File: config.mk
export PLATFORM = sky130hd
export DESIGN_NAME = audio_sample_fifo
export DESIGN_NICKNAME = d
export VERILOG_FILES = /design/src/rtl/audvid_pkg.sv /design/src/rtl/edge_sync.sv /design/src/rtl/audio_sample_fifo.sv
export SDC_FILE = /design/constraint.sdc
export NUM_CORES = 2
export LEC_CHECK = 0
export CAP_MARGIN = 20
export CORE_MARGIN = 10
export CORE_UTILIZATION = 30
export CTS_CLUSTER_DIAMETER = 60
export DETAILED_ROUTE_END_ITERATION = 6
export PLACE_DENSITY = 0.4
export RECOVER_POWER = 25
export SYNTH_ARGS = -nofsm -noshare
export SYNTH_HDL_FRONTEND = slang
export SYNTH_SLANG_ARGS = --single-unit
export TNS_END_PERCENT = 30
File: constraint.sdc
create_clock -name MasterCLK -period 3.7 [get_ports MasterCLK]
set_clock_uncertainty 0.1 [all_clocks]
set_input_delay 0.925 -clock MasterCLK [delete_from_list [all_inputs] [get_ports MasterCLK]]
set_output_delay 0.925 -clock MasterCLK [all_outputs]
set_load 0.05 [all_outputs]
File: src/rtl/audvid_pkg.sv
// Shared AudVid audio definitions: frame layout and packer byte order, also used by the I2S side.
package audvid_pkg;

  localparam int unsigned AUDIO_FRAME_W = 32;
  localparam int unsigned AUDIO_CH_W    = 16;

  // Packer byte index: little-endian within each channel, left channel first.
  localparam logic [1:0] BYTE_L_LO = 2'd0;
  localparam logic [1:0] BYTE_L_HI = 2'd1;
  localparam logic [1:0] BYTE_R_LO = 2'd2;
  localparam logic [1:0] BYTE_R_HI = 2'd3;

  typedef struct packed {
    logic [AUDIO_CH_W-1:0] left;
    logic [AUDIO_CH_W-1:0] right;
  } audio_frame_t;

endpackage

File: src/rtl/edge_sync.sv
// Two-flop synchroniser for an asynchronous strobe, followed by a registered rising-edge pulse.
module edge_sync (
  input  logic i_clk,
  input  logic i_rst_n,
  input  logic i_async,
  output logic o_pulse
);

  logic r_sync1;
  logic r_sync2;
  logic r_prev;
  logic r_pulse;

  always_ff @(posedge i_clk or negedge i_rst_n) begin
    if (!i_rst_n) begin
      r_sync1 <= 1'b0;
      r_sync2 <= 1'b0;
      r_prev  <= 1'b0;
      r_pulse <= 1'b0;
    end else begin
      r_sync1 <= i_async;
      r_sync2 <= r_sync1;
      r_prev  <= r_sync2;
      r_pulse <= r_sync2 & ~r_prev;
    end
  end

  assign o_pulse = r_pulse;

endmodule

File: src/rtl/audio_sample_fifo.sv
// Packs SD-card audio bytes into 32-bit stereo frames and buffers them in a circular FIFO for I2S.
module audio_sample_fifo
  import audvid_pkg::*;
#(
  parameter int unsigned DEPTH_LOG2         = 6,
  parameter int unsigned ALMOST_FULL_MARGIN = 4
) (
  input  logic                     MasterCLK,
  input  logic                     Reset,
  input  logic [7:0]               SD_InputData,
  input  logic                     SD_InputDataClock,
  input  logic                     SD_EnableDataRead,
  input  logic                     AudioEnable,
  input  logic                     Flush,
  input  logic                     SyncCLK,
  output logic [AUDIO_FRAME_W-1:0] SampleData,
  output logic [DEPTH_LOG2:0]      Level,
  output logic                     Empty,
  output logic                     AlmostFull,
  output logic                     Overrun,
  output logic                     Underrun
);

  localparam int unsigned PtrW  = DEPTH_LOG2;
  localparam int unsigned LvlW  = DEPTH_LOG2 + 1;
  localparam int unsigned Slots = 2 ** DEPTH_LOG2;
  localparam logic [LvlW-1:0] Depth  = {1'b1, {DEPTH_LOG2{1'b0}}};
  localparam logic [LvlW-1:0] Margin = LvlW'(ALMOST_FULL_MARGIN);

  logic w_byte_stb;
  logic w_req_stb;

  edge_sync u_byte_sync (
    .i_clk   (MasterCLK),
    .i_rst_n (Reset),
    .i_async (SD_InputDataClock),
    .o_pulse (w_byte_stb)
  );

  edge_sync u_req_sync (
    .i_clk   (MasterCLK),
    .i_rst_n (Reset),
    .i_async (SyncCLK),
    .o_pulse (w_req_stb)
  );

  // Data and enable ride a three-stage path so they line up with the byte pulse.
  logic [8:0] r_sd_s1;
  logic [8:0] r_sd_s2;
  logic [8:0] r_sd_s3;

  always_ff @(posedge MasterCLK or negedge Reset) begin
    if (!Reset) begin
      r_sd_s1 <= '0;
      r_sd_s2 <= '0;
      r_sd_s3 <= '0;
    end else begin
      r_sd_s1 <= {SD_EnableDataRead, SD_InputData};
      r_sd_s2 <= r_sd_s1;
      r_sd_s3 <= r_sd_s2;
    end
  end

  logic [1:0]               r_idx;
  logic [23:0]              r_hold;
  logic [PtrW-1:0]          r_wr_ptr;
  logic [PtrW-1:0]          r_rd_ptr;
  logic [LvlW-1:0]          r_level;
  logic [AUDIO_FRAME_W-1:0] r_sample;
  logic                     r_overrun;
  logic                     r_underrun;
  logic [AUDIO_FRAME_W-1:0] r_mem [Slots];

  logic         w_byte_ok;
  logic         w_frame_done;
  logic         w_full;
  logic         w_empty;
  logic         w_wr;
  logic         w_rd_ok;
  audio_frame_t w_frame;

  always_comb begin
    w_byte_ok    = w_byte_stb & r_sd_s3[8] & AudioEnable;
    w_frame_done = w_byte_ok & (r_idx == BYTE_R_HI);
    w_full       = (r_level == Depth);
    w_empty      = (r_level == '0);
    // A coincident pop frees the slot, so a full FIFO still accepts the frame.
    w_wr         = w_frame_done & (~w_full | w_req_stb);
    w_rd_ok      = w_req_stb & ~w_empty;
    w_frame.left  = r_hold[15:0];
    w_frame.right = {r_sd_s3[7:0], r_hold[23:16]};
  end

  always_ff @(posedge MasterCLK or negedge Reset) begin
    if (!Reset) begin
      for (int i = 0; i < Slots; i++) r_mem[i] <= '0;
    end else if (!Flush && w_wr) begin
      r_mem[r_wr_ptr] <= w_frame;
    end
  end

  always_ff @(posedge MasterCLK or negedge Reset) begin
    if (!Reset) begin
      r_idx      <= '0;
      r_hold     <= '0;
      r_wr_ptr   <= '0;
      r_rd_ptr   <= '0;
      r_level    <= '0;
      r_sample   <= '0;
      r_overrun  <= 1'b0;
      r_underrun <= 1'b0;
    end else if (Flush) begin
      r_idx      <= '0;
      r_wr_ptr   <= '0;
      r_rd_ptr   <= '0;
      r_level    <= '0;
      r_sample   <= '0;
      r_overrun  <= 1'b0;
      r_underrun <= 1'b0;
    end else begin
      if (w_byte_ok) begin
        case (r_idx)
          BYTE_L_LO: r_hold[7:0]   <= r_sd_s3[7:0];
          BYTE_L_HI: r_hold[15:8]  <= r_sd_s3[7:0];
          BYTE_R_LO: r_hold[23:16] <= r_sd_s3[7:0];
          default:   ;
        endcase
        r_idx <= r_idx + 2'd1;
      end
      if (w_wr) r_wr_ptr <= r_wr_ptr + PtrW'(1);
      if (w_frame_done && !w_wr) r_overrun <= 1'b1;
      if (w_req_stb) begin
        if (w_rd_ok) begin
          r_sample <= r_mem[r_rd_ptr];
          r_rd_ptr <= r_rd_ptr + PtrW'(1);
        end else begin
          r_sample   <= '0;
          r_underrun <= 1'b1;
        end
      end
      case ({w_wr, w_rd_ok})
        2'b10:   r_level <= r_level + LvlW'(1);
        2'b01:   r_level <= r_level - LvlW'(1);
        default: ;
      endcase
    end
  end

  assign SampleData = r_sample;
  assign Level      = r_level;
  assign Empty      = w_empty;
  assign AlmostFull = ((Depth - r_level) <= Margin);
  assign Overrun    = r_overrun;
  assign Underrun   = r_underrun;

endmodule

Word-level counts from Yosys, hierarchy flattened

Cells that the tools add are included.

$add $sub $neg: 6
Magnitude comparators: 4
Equality and inequality tests: 7
Muxes and demuxes: 23
Bitwise gates (word level): 15
Reductions and logical operators: 18

Operators by type and width:

| cell                  | count |
|---|---|
| $bwmux W2048          | 1 |
| $bmux W32 S6          | 1 |
| $demux W32 S6         | 1 |
| $mux W32              | 6 |
| $mux W6               | 5 |
| $ge A7 B7 Y1 const B  | 2 |
| $not A6 Y7            | 2 |
| $pmux W7 S2           | 1 |
| $add A6 B1 Y6 const B | 2 |
| $reduce_bool A2 Y1    | 5 |
| $reduce_and A3 Y1     | 3 |
| $add A7 B1 Y7 const B | 1 |
| $and A1 B1 Y1         | 7 |
| $eq A7 B7 Y1 const B  | 1 |
| $le A7 B3 Y1 const B  | 1 |
| $logic_not A7 Y1      | 1 |
| $lt A7 B1 Y1 const B  | 1 |
| $mux W7               | 1 |
| $sub A7 B1 Y7 const B | 1 |
| $sub A7 B7 Y7 const A | 1 |
| $eq A2 B2 Y1 const B  | 3 |
| $mux W1               | 5 |
| $not A1 Y1            | 5 |
| $eq A2 B1 Y1 const B  | 2 |
| 9 further kinds       | 14 |

Register bits: 2162
Input port bits: 15
Output and inout bits: 43
Word-level logic and storage cells: 158

Depth between registers and ports, before layout

Word-level depth: 8
Depth in mapped cells: 12
Gate-level depth less buffers: 9

Modules after synthesis

Synthesis repeated with hierarchy kept, for this count alone.

Cell total of the unflattened synthesis: 6442
Area, all modules: 98024.0 µm²

Modules (own cells, without submodules):

| module            | instances | cells an instance | area each (µm²) | seq. area each (µm²) |
|---|---|---|---|---|
| audio_sample_fifo | 1         | 6432              | 97796.3         | 53901.7 |
| edge_sync         | 2         | 5                 | 113.9           | 100.1 |

Worst setup path before layout

OpenSTA, ideal clock, no wires.

Path kind: reg-to-reg
Start: reg r_level[1] (netlist: Level[1])
End: reg r_level[2] (netlist: Level[2])
Library setup time: 0.125 ns
Data arrival time: 3.436 ns
Data required time: 3.475 ns
Slack: 0.039 ns
Cell stages (with the launch flop): 8
Buffers on the path: 2
Period minus slack after synthesis: 3.661 ns
Cell sequence: dfrtp_1 > buf_6 > or3_1 > buf_2 > nor3_1 > o21ai_0 > a22oi_1 > mux2_2

Elaborated cells between the ends (all ways): 14
Classes of those cells: add/sub (2); eq/ne (3); mux (2); bitwise (5); reduce/logical (2)

RTL lines:

| item                                         | line                     | source |
|---|---|---|
| start: declaration                           | audio_sample_fifo.sv:68  | `logic [LvlW-1:0] r_level;` |
| start signal: assignment                     | audio_sample_fifo.sv:142 | `2'b10: r_level <= r_level + LvlW'(1);` |
| start signal: assignment                     | audio_sample_fifo.sv:143 | `2'b01: r_level <= r_level - LvlW'(1);` |
| $logic_not A7 Y1 *                           | audio_sample_fifo.sv:86  | `w_empty = (r_level == '0);` |
| via Empty                                    | audio_sample_fifo.sv:18  | `output logic Empty,` |
| $not A1 Y1 *                                 | audio_sample_fifo.sv:89  | `w_rd_ok = w_req_stb & ~w_empty;` |
| $and A1 B1 Y1 *                              | audio_sample_fifo.sv:89  |  |
| $eq A2 B1 Y1 or $eq A2 B2 Y1 (tied branches) | audio_sample_fifo.sv:141 | `case ({w_wr, w_rd_ok})` |
| $pmux W7 S2                                  | audio_sample_fifo.sv:141 |  |
| $mux W7                                      | audio_sample_fifo.sv:112 | `end else if (Flush) begin` |

The timed path passes the listed nets; every way through them passes the cells marked *.
A chain may end at the register's enable or synchronous reset.

Final worst setup path

Start: reg r_level[2] (netlist: Level[2])
End: out AlmostFull

Word-level cells in the longest chain between the ends: 2

Ends and longest elaborated chain:

| item             | line                     | source |
|---|---|---|
| $sub A7 B7 Y7    | audio_sample_fifo.sv:152 | `assign AlmostFull = ((Depth - r_level) <= Margin);` |
| $le A7 B3 Y1     | audio_sample_fifo.sv:152 |  |
| end: declaration | audio_sample_fifo.sv:19  | `output logic AlmostFull,` |

Every way passes these cells.

==> results.sh <==
export IMPL_ys_seq_area_frac=0.555
export IMPL_rsz0062_at_grt="false"
export IMPL_critPathMaxFanout=12
export IMPL_synth_largest_area_cell="dfrtp_1"
export IMPL_layoutNonFillerInstCount=10900
export IMPL_maxCapViolCount=1
export IMPL_wl_per_cell_um=27.6
export IMPL_r2r_setup_slack_ps=430
export IMPL_yosys_most_used_dff="dfrtp_1"
export IMPL_internal_power_mw=40.0
export IMPL_ios=58
export IMPL_critPathMaxStageDelay_ps=500
export IMPL_p_clk_frac=0.515
export IMPL_routed_wl_um=300000
export IMPL_worst_ep_arrival_time_ps=2490
export IMPL_hold_depth=0
export IMPL_rr_worst_depth=7
export IMPL_std_cell_rows=209
export IMPL_peakVddDrop_uv=323
export IMPL_grt_overflow=0
export IMPL_final_min_clock_period_ps=3510
export IMPL_drcViolationCount=0
export IMPL_setup_tns_ps=0
export IMPL_p_leak_nw=53.7
export IMPL_synth_area_um2=97400
export IMPL_path_cells="or3_4 -> nor2_2 -> nand2_1 -> o21ai_0 -> buf_4"
export IMPL_placedCellCount=10400
export IMPL_start_kind="flip-flop"
export IMPL_cts_sinks=2162
export IMPL_grt_pass1_wl_um=441000
export IMPL_antenna_found_initial=12
export IMPL_drive_above_1_share=0.534
export IMPL_clock_latency_ps=880
export IMPL_cts_max_path_buffers=4
export IMPL_rr_startpoint="r_rd_ptr[0]$_DFFE_PN0P_"
export IMPL_chipHeight_um=590
export IMPL_p_per_area_nw_per_um2=455
export IMPL_synthTopCellsByArea="dfrtp_1 (56%), mux2_2 (25%), mux4_2 (9.6%)"
export IMPL_grt_max_degree=104
export IMPL_portBuffers=57
export IMPL_viasPerCell=5.05
export IMPL_hold_class="reg -> reg"
export IMPL_cts_buffers=275
export IMPL_cp_required_ps=2670
export IMPL_drt_antenna_violating_nets=0
export IMPL_crit_type="reg -> out"
export IMPL_hold_end="r_sd_s3[0]$_DFF_PN0_"
export IMPL_root_buffer="clkbuf_16"
export IMPL_dieArea_um2=348000
export IMPL_synth_avg_cell_area_um2=15.5
export IMPL_hold_viol=0
export IMPL_dr_total_vias=54900
export IMPL_die_w_um=590
export IMPL_finalCritPeriodShare=0.949
export IMPL_drt_initial_drc_count=2702
export IMPL_cts_tree="built"
export IMPL_ys_types=54
export IMPL_grt_pass1_vias=59700
export IMPL_tightest_slew_ps=1960
export IMPL_grtUsageTotal=0.169
export IMPL_async_flop_share=1.00
export IMPL_status="complete, but fails checks"
export IMPL_final_util=0.353
export IMPL_clk_pin_slew_ps=50
export IMPL_gp_congestion=0.730
export IMPL_drtPass1Iterations=5
export IMPL_finalMaxSlewViolations=79
export IMPL_setup_viol=0
export IMPL_initial_utilization=0.301
export IMPL_postSynthCellCount=6275
export IMPL_min_from="r_sd_s2[0]$_DFF_PN0_"
export IMPL_fillerInstances=31200
export IMPL_finalNetCount=6353
export IMPL_ys_seq_elements=2162
export IMPL_fp_coreArea_um2=324000
export IMPL_fmax_mhz=285
export IMPL_violations="capacitance limit, slew limit"
export IMPL_slew_headroom=-0.305
export IMPL_dp_hpwl_um=187000
export IMPL_r2r_end="SampleData[4]$_DFFE_PN0P_"
export IMPL_whs_ps=245
export IMPL_p_switching_mw=12.0
export IMPL_htreeDepth=5
export IMPL_p_comb_frac=0.021
export IMPL_sequentialPowerShare=0.465
export IMPL_synth_edf_count=0
export IMPL_swShare=0.230
export IMPL_synth_warnings=0
export IMPL_slowest_stage="dfrtp_1"
export IMPL_end_kind="primary output"
export IMPL_syn_nets=6298
export IMPL_yosysTopAreaCellShare=0.555
export IMPL_areaGrowthSynthToFinish_pct=17.2
==> synthesized netlist by cell type (all sizes together), types with 3 or more instances <==
cell type,number
a221oi,63
or3,4
inv,4
xnor2,6
nand4,39
nor3,13
o21ai,39
xor2,6
or4,4
nor2,26
ha,8
o211ai,33
nand2,142
dfrtp,2162
mux2i,227
a31oi,3
and4,3
mux2,2169
and3b,5
a22oi,98
mux4,416
clkbuf,337
a22o,32
o22ai,3
nand3,41
buf,305
nor3b,14
and3,5
nor2b,9
a21oi,10
a31o,32
==> final cells by class <==
class	instances	area, µm²	share of cell area
diodes	8	20.0	0.000175
clock buffers	418	8240	0.0722
clock inverters	66	703	0.00616
inverters	4	15.0	0.000132
multi-input cells	3467	40600	0.356
flip-flops and latches	2162	54200	0.475
well taps	4325	5410	0.0474
repair buffers	420	4980	0.0437
==> kinds of logic (layout without fill, tap and decap cells) <==
kind of cell,Yosys count,in the layout,share of synthesized area
multiplexers,2812,2812,0.370
XOR/XNOR,12,12,0.00108
adder cells (fa/ha/maj),8,8,0.00103
buffers and inverters,646,908,0.0303
flip-flops,2162,2162,0.555
other,0,8,0
AND/OR/NAND/NOR,312,312,0.0164
AO/OA/AOI/OAI,323,323,0.0256
==> state kept, by name, summed over array words and instances (netlist names) <==
register / flops
u_byte_sync.o_pulse: 1
r_wr_ptr: 6
r_hold: 24
r_mem: 2048
u_req_sync.r_prev: 1
u_byte_sync.r_prev: 1
u_req_sync.o_pulse: 1
r_rd_ptr: 6
r_idx: 2
r_sd_s3: 9
u_req_sync.r_sync2: 1
Underrun: 1
u_byte_sync.r_sync2: 1
Overrun: 1
u_byte_sync.r_sync1: 1
u_req_sync.r_sync1: 1
r_sd_s2: 9
r_sd_s1: 9
SampleData: 32
Level: 7
==> worst max-delay path, delay by kind of cell, from the launching register on <==
kind	cells	cell delay, ps
buffers and inverters	1	240
AND/OR/NAND/NOR	3	750
flip-flops	1	500
AO/OA/AOI/OAI	1	100
==> placed cells by master, fill, tap and decap left out, types with 7 or more instances in the layout <==
cell type and n:
a31o_2 32, dfrtp_1 2126, o211ai_1 33, nor3b_2 11
clkbuf_8 54, nor2_1 23, clkbuf_1 98, o21ai_0 39
a21oi_1 10, a22o_1 32, clkbuf_16 288, nand4_1 37
diode_2 8, clkbuf_2 12, a221oi_1 63, bufinv_16 10
nand2_2 62, inv_6 9, clkinvlp_4 7, buf_4 178
nor3_1 10, nand2_1 80, a22oi_1 93, mux2i_1 227
mux4_2 416, ha_1 8, dfrtp_2 30, mux2_1 12
dlygate4sd3_1 13, clkinv_2 31, nand3_1 41, clkdlybuf4s50_1 42
buf_12 144, mux2_2 2157
==> how the worst max path moves through the flow <==
stage                                    start                          to  slack (ps)  depth (start not counted)
after floorplan           Level[1]$_DFFE_PN0P_        Level[2]$_DFFE_PN0P_          40                          7
after global placement             AudioEnable        Level[6]$_DFFE_PN0P_         -90                          9
after detailed placement                 Flush  SampleData[20]$_DFFE_PN0P_          10                          6
after CTS                 Level[2]$_DFFE_PN0P_                  AlmostFull          20                          5
after global routing      Level[2]$_DFFE_PN0P_                  AlmostFull          30                          5
final                     Level[2]$_DFFE_PN0P_                  AlmostFull         190                          5
==> stage by stage <==
stage / setup slack (ps) / area, µm² / power (mW)
3_3_place_gp: -89.6 / 105000 / 25.7
4_1_cts: 21.9 / 114000 / 53.0
3_5_place_dp: 10.1 / 105000 / 25.7
6_report: 188 / 114000 / 51.9
5_1_grt: 26.5 / 114000 / 54.0
2_1_floorplan: 38.8 / 97400 / 24.6
==> timing repair <==
item	in CTS	in global routing
endpoints found under the hold margin	57	0
setup endpoints to repair	1	1
gates resized for setup	1	1
setup buffers	0	0
hold buffers	1	0
==> routing by layer <==
metal | GRT usage | vias to the layer above | wire, µm
li1 | - | 23500 | -
met1 | 0.232 | 30500 | 139000
met2 | 0.291 | 596 | 148000
met3 | 0.0207 | 348 | 7570
met4 | 0.0310 | 0 | 5340
met5 | 0 | - | 0
==> power by group through the flow <==
| stage | clock (mW) | sequential, mW | combinational [mW] |
|---|---|---|---|
| global placement | 0 | 24.6 | 1.09 |
| finish | 26.7 | 24.1 | 1.08 |
| floorplan | 0 | 24.1 | 0.501 |
| detailed placement | 0 | 24.6 | 1.13 |
| global route | 28.6 | 24.1 | 1.24 |
| CTS | 27.7 | 24.2 | 1.13 |
Note: power is estimated with default switching activity, not from simulation.
